**config.mk**
```make
export PLATFORM = sky130hd
export DESIGN_NAME = fetch_unit
export DESIGN_NICKNAME = d
export VERILOG_FILES = /design/src/rtl/proc_pkg.sv /design/src/rtl/fetch_pc.sv /design/src/rtl/fetch_unit.sv
export SDC_FILE = /design/constraint.sdc
export NUM_CORES = 1
export LEC_CHECK = 0
export CAP_MARGIN = 20
export CORE_UTILIZATION = 46
export DETAILED_ROUTE_END_ITERATION = 10
export PLACE_DENSITY = 0.9
export SLEW_MARGIN = 20
export SYNTH_ARGS = -nofsm -noshare
export SYNTH_HDL_FRONTEND = slang
export SYNTH_SLANG_ARGS = --single-unit
```
**constraint.sdc**
```tcl
create_clock -name clk -period 2.55 [get_ports clk]
set_input_delay 0.3825 -clock clk [delete_from_list [all_inputs] [get_ports clk]]
set_output_delay 0.3825 -clock clk [all_outputs]
set_load 0.02 [all_outputs]
```
**src/rtl/proc_pkg.sv**
```systemverilog
// Shared definitions for the 9-bit processor front end: fetch FSM states,
// the halt encoding and instruction field positions used by fetch and decode.
package proc_pkg;

  localparam int unsigned INSTR_W = 9;

  localparam logic [INSTR_W-1:0] HALT_INSTR = 9'h1FF;

  localparam int unsigned TYPE_MSB = 8;
  localparam int unsigned TYPE_LSB = 7;
  localparam int unsigned OP_MSB   = 6;
  localparam int unsigned OP_LSB   = 4;

  typedef enum logic [1:0] {
    IDLE   = 2'd0,
    RUN    = 2'd1,
    HALTED = 2'd2
  } fetch_state_t;

  function automatic logic [1:0] instr_type(input logic [INSTR_W-1:0] instr);
    return instr[TYPE_MSB:TYPE_LSB];
  endfunction

  function automatic logic [2:0] instr_op(input logic [INSTR_W-1:0] instr);
    return instr[OP_MSB:OP_LSB];
  endfunction

endpackage

```
**src/rtl/fetch_pc.sv**
```systemverilog
// Program counter register and next-fetch-address mux
// (start / redirect / stall / increment).
module fetch_pc #(
  parameter int unsigned   PW         = 10,
  parameter logic [PW-1:0] START_ADDR = '0
) (
  input  logic          clk,
  input  logic          reset,
  input  logic          i_run,
  input  logic          i_load,
  input  logic          i_stall,
  input  logic          i_redirect_en,
  input  logic [PW-1:0] i_redirect_target,
  output logic [PW-1:0] o_addr_c,
  output logic [PW-1:0] o_pc
);

  logic [PW-1:0] r_pc;
  logic [PW-1:0] w_addr;

  // Outside RUN the ROM is pointed at the start address so a start fetches it.
  always_comb begin
    w_addr = START_ADDR;
    if (i_run) begin
      if (i_redirect_en) begin
        w_addr = i_redirect_target;
      end else if (i_stall) begin
        w_addr = r_pc;
      end else begin
        w_addr = r_pc + PW'(1);
      end
    end
  end

  always_ff @(posedge clk or posedge reset) begin
    if (reset) begin
      r_pc <= '0;
    end else if (i_run || i_load) begin
      r_pc <= w_addr;
    end
  end

  assign o_addr_c = w_addr;
  assign o_pc     = r_pc;

endmodule

```
**src/rtl/fetch_unit.sv**
```systemverilog
// Instruction-fetch stage: owns the PC, drives the synchronous instruction ROM,
// tracks valid/done and counts retired instructions.
module fetch_unit #(
  parameter int unsigned   PW         = 10,
  parameter int unsigned   IW         = 9,
  parameter int unsigned   CW         = 16,
  parameter logic [PW-1:0] START_ADDR = '0,
  parameter logic [IW-1:0] HALT_INSTR = proc_pkg::HALT_INSTR
) (
  input  logic          clk,
  input  logic          reset,
  input  logic          start,
  input  logic          stall,
  input  logic          redirect_en,
  input  logic [PW-1:0] redirect_target,
  output logic [PW-1:0] imem_addr,
  input  logic [IW-1:0] imem_data,
  output logic [IW-1:0] instr,
  output logic          instr_valid,
  output logic [PW-1:0] pc_out,
  output logic          done,
  output logic [CW-1:0] instr_count
);

  import proc_pkg::*;

  fetch_state_t  r_state;
  fetch_state_t  w_state_nxt;
  logic          r_valid;
  logic          w_valid_nxt;
  logic          r_done;
  logic          w_done_nxt;
  logic [CW-1:0] r_count;
  logic [CW-1:0] w_count_nxt;

  logic w_run;
  logic w_load;
  logic w_retire;
  logic w_halt;
  logic w_redirect;

  assign w_run    = (r_state == RUN);
  assign w_load   = !w_run && start;
  assign w_retire = w_run && r_valid && !stall;
  assign w_halt   = w_retire && (imem_data == HALT_INSTR);
  // A retiring halt overrides any redirect resolved in the same cycle.
  assign w_redirect = redirect_en && !w_halt;

  fetch_pc #(
    .PW         (PW),
    .START_ADDR (START_ADDR)
  ) u_fetch_pc (
    .clk               (clk),
    .reset             (reset),
    .i_run             (w_run),
    .i_load            (w_load),
    .i_stall           (stall),
    .i_redirect_en     (w_redirect),
    .i_redirect_target (redirect_target),
    .o_addr_c          (imem_addr),
    .o_pc              (pc_out)
  );

  always_ff @(posedge clk or posedge reset) begin
    if (reset) begin
      r_state <= IDLE;
      r_valid <= 1'b0;
      r_done  <= 1'b0;
      r_count <= '0;
    end else begin
      r_state <= w_state_nxt;
      r_valid <= w_valid_nxt;
      r_done  <= w_done_nxt;
      r_count <= w_count_nxt;
    end
  end

  always_comb begin
    w_state_nxt = r_state;
    w_valid_nxt = r_valid;
    w_done_nxt  = r_done;
    w_count_nxt = r_count;
    case (r_state)
      RUN: begin
        if (w_retire && (r_count != {CW{1'b1}})) begin
          w_count_nxt = r_count + CW'(1);
        end
        if (w_halt) begin
          w_state_nxt = HALTED;
          w_valid_nxt = 1'b0;
          w_done_nxt  = 1'b1;
        end
      end
      default: begin
        w_valid_nxt = 1'b0;
        if (start) begin
          w_state_nxt = RUN;
          w_valid_nxt = 1'b1;
          w_done_nxt  = 1'b0;
          w_count_nxt = '0;
        end
      end
    endcase
  end

  assign instr       = imem_data;
  assign instr_valid = r_valid;
  assign done        = r_done;
  assign instr_count = r_count;

endmodule

```
==> run_results.csv <==
group,metric,value,unit
status,status,"complete, but fails checks",
status,failed_checks,"setup timing",
global_routing,grt_max_degree,30,
setup_path,path_cells,"clkdlybuf4s50_1 -> nand4bb_4 -> o41ai_4 -> buf_4 -> clkbuf_16 -> nor2_1 -> a211oi_1 -> buf_2",
sta,fin_hold_ws,0.4720,ns
floorplan,dieArea,0.004720,sq mm
clock_network,clock_latency,0.28,ns
pwr,p_total,2104,uW
finish,final_cells,383,
floorplan,num_rows,23,
setup_path,cp-end-kind,"output pin",
sta,max_freq,386.2,MHz
placed_design,dpl.hpwl,4501,um
finish,nFillCells,292,
global_routing,grt_pass1_vias,2100,
synthesis,synth_top_family_by_area,"simple AND/OR/NAND/NOR gates",
route,vias,2332,
synthesis,synth_edf_count,0,
sta,relSlewSlack,46.72,%
sta,fin_ws,-0.03902,ns
finish,fin_area,0.003134,sq mm
sta,finalHoldViolCount,0,
synthesis,ys_ff_latch,29,
pwr,vdd_drop_max,361.4,uV
global_routing,antenna_found_initial,0,
setup_path,cp_max_fo,6,
synthesis,synth_top_area_share,35.45,%
finish,drive_gt1_share,19.22,%
pwr,power.density,671.3,mW/mm^2
synthesis,synth_area_leader_cell,"dfrtp_1",
setup_path,start_kind,"input port",
finish,n_antenna_cell,0,
synthesis,yosys_warnings,0,
clock_network,clk_path_buf_depth,2,
min_path,hp-class,"input port to async pin",
sta,worst_pin_slew,0.7962,ns
finish,area_delta_synth_final,53.12,%
setup_path,setup.worst_path.class,"input port to output pin",
sta,tns,-0.03902,ns
setup_path,worst_path_max_delay_cell,"clkdlybuf4s50_1",
pwr,leakagePower,0.001459,uW
placed_design,io_buffers,70,
synthesis,synth-simple-area-share,24.82,%
floorplan,pin_count,71,
clock_network,cts_sinks,29,
floorplan,initial_utilization,49.40,%
sta,clock_skew,0.006189,ns
synthesis,synth_top_flop_cell,"dfrtp_1",
clock_network,clk_pin_slew,0.07,ns
synthesis,yosys.area_share.adder,1.222,%
placed_design,placed_area,0.002938,sq mm
global_routing,grt_pass1_wl,10070,um
sta,period_share,101.5,%
floorplan,die_y,68.71,um
job,cap_violations,0,
synthesis,synth_xor_area_share,2.567,%
route,route.detailed.drc,0,
clock_network,cts_tree,"done",
placed_design,place_inst,370,
placed_design,gp_congestion,0.9551,
clock_network,cts-htree-levels,2,
setup_path,worst_ep_required_time,2.17,ns
synthesis,synthMuxAreaShare,7.396,%
route,finalWirelength,6932,um
synthesis,async_flop_share,100.0,%
synthesis,yosysSeqAreaShare,35.45,%
synthesis,syn_area,0.002047,sq mm
floorplan,core,0.004144,sq mm
synthesis,yosys-top-cells-area,"dfrtp_1, mux2i_1, nand2_1",
global_routing,overflow,0,
finish,num-nets-final,358,
clock_network,root_buffer,"clkbuf_8",
route,viasPerCell,6.089,
synthesis,avgSynthCellArea,8.424,sq um
setup_path,crit_path_max_incr_delay,0.43,ns
route,wl_per_cell,18.10,um
global_routing,gr-usage-all-layers,29.11,%
synthesis,ys_types,48,
synthesis,syn-instance-count,243,
route,drtIter0Drc,207,
floorplan,die_w,68.71,um
synthesis,synth_compound_area_share,20.11,%
clock_network,cts_inserted_buffers,5,
sta,fin_crit,2.589,ns
sta,setup_viol,1,
route,ant_nets,0,
setup_path,crit_arrival,2.21,ns
synthesis,synth_nets,269,
sta,maxSlewViolCount,0,
route,firstDrtPassIters,5,
## synth_stat cells (all sizes together), types with 3 or more instances
master  instances
o41ai           3
a31oi           5
nor2           14
or4             4
dfrtp          29
o211ai          3
a21oi          17
inv            11
o22ai           6
buf            12
and3            7
mux2i          14
clkbuf         13
nand2b          4
o21ai          10
nand4           6
a211oi          6
xnor2           6
nand2          30
nor4            5
nand3           7
## path summary, 6_finish.rpt
path                       cells after the start  slack (ns)       startpoint            endpoint
setup / recovery                               8       -0.04            stall        imem_addr[6]
hold / removal                                 3        0.47            reset  u_fetch_pc.o_pc[1]
setup reg to reg                               6        0.40       r_state[1]     instr_count[15]
hold reg to reg                                1        0.49  instr_count[14]     instr_count[14]
max in group asynchronous                      3        1.79            reset  u_fetch_pc.o_pc[2]
min in group clk                               1        0.49  instr_count[14]     instr_count[14]
## final cells by class
cell class              count  area [sq um]  area share [%]
flip-flops and latches     29         725.7           23.15
well taps                  50         62.56           1.996
multi-input cells         178          1184           37.76
clock buffers               7         86.33           2.754
clock inverters             1         30.03          0.9581
inverters                  11         41.29           1.317
repair buffers            107          1005           32.06
## timing repair
action	4_1_cts	5_1_grt
buffers inserted	1	2
cloned	0	2
pin swaps	3	4
hold endpoints to repair	0	0
hold buffers	0	0
endpoints found under the setup margin	10	7
gates resized for setup	45	14
## per-layer routing
metal	track usage, %	wire length [um]
met1	37.28	2771
met2	49.88	3380
met3	4.605	548
met4	9.439	231
met5	0	0
## worst max-delay path: cells and delay by family
family | cells | cell delay (ns)
buf+inv | 4 | 1.02
compound gates | 2 | 0.50
simple gates | 2 | 0.29
## metrics by stage
| stage | setup WS, ns | util (%) |
|---|---|---|
| after floorplan | -0.01667 | - |
| after global placement | -0.4039 | 70.89 |
| after detailed placement | -0.4513 | 70.89 |
| after CTS | -0.0008873 | 73.34 |
| after global routing | -0.08865 | 75.63 |
| final | -0.03902 | 75.63 |
## report_power, final
part           switching (uW)  total (uW)  internal, uW
combinational             483         921           438
clock                     184         502           318
sequential                124         680           556
total                     791        2100          1310
## state kept, by name, summed over array words and instances (netlist names)
signal and flops:
r_state 2, instr_count 16, u_fetch_pc.o_pc 10, instr_valid 1
## cell usage in the layout (no fill, tap or decap), drive strengths merged, types with 2 or more instances in the layout
master | synthesis | routed
dfrtp | 29 | 29
a21o | 2 | 2
inv | 11 | 11
a211oi | 6 | 6
and3 | 7 | 7
o31ai | 2 | 2
nand2 | 30 | 30
and2 | 2 | 2
nand2b | 4 | 4
or4 | 4 | 4
buf | 12 | 45
o211ai | 3 | 3
ha | 2 | 2
mux2i | 14 | 14
a31oi | 5 | 5
nand4b | 2 | 2
nor4 | 5 | 5
xnor2 | 6 | 6
o21ai | 10 | 10
nand4 | 6 | 6
clkdlybuf4s50 | 0 | 51
clkbuf | 13 | 9
nor3 | 2 | 2
o41ai | 3 | 3
a21oi | 17 | 17
dlymetal6s2s | 0 | 9
o22ai | 6 | 6
nand3 | 7 | 7
nor2 | 14 | 14
## logic make-up (layout without fill, tap and decap cells)
logic type | after synthesis | after routing
buf+inv | 36 | 126
simple gates | 94 | 94
mux | 15 | 15
flops | 29 | 29
fa+ha+maj | 2 | 2
compound gates | 61 | 61
xor+xnor | 6 | 6
Note: power is estimated with default switching activity, not from simulation.
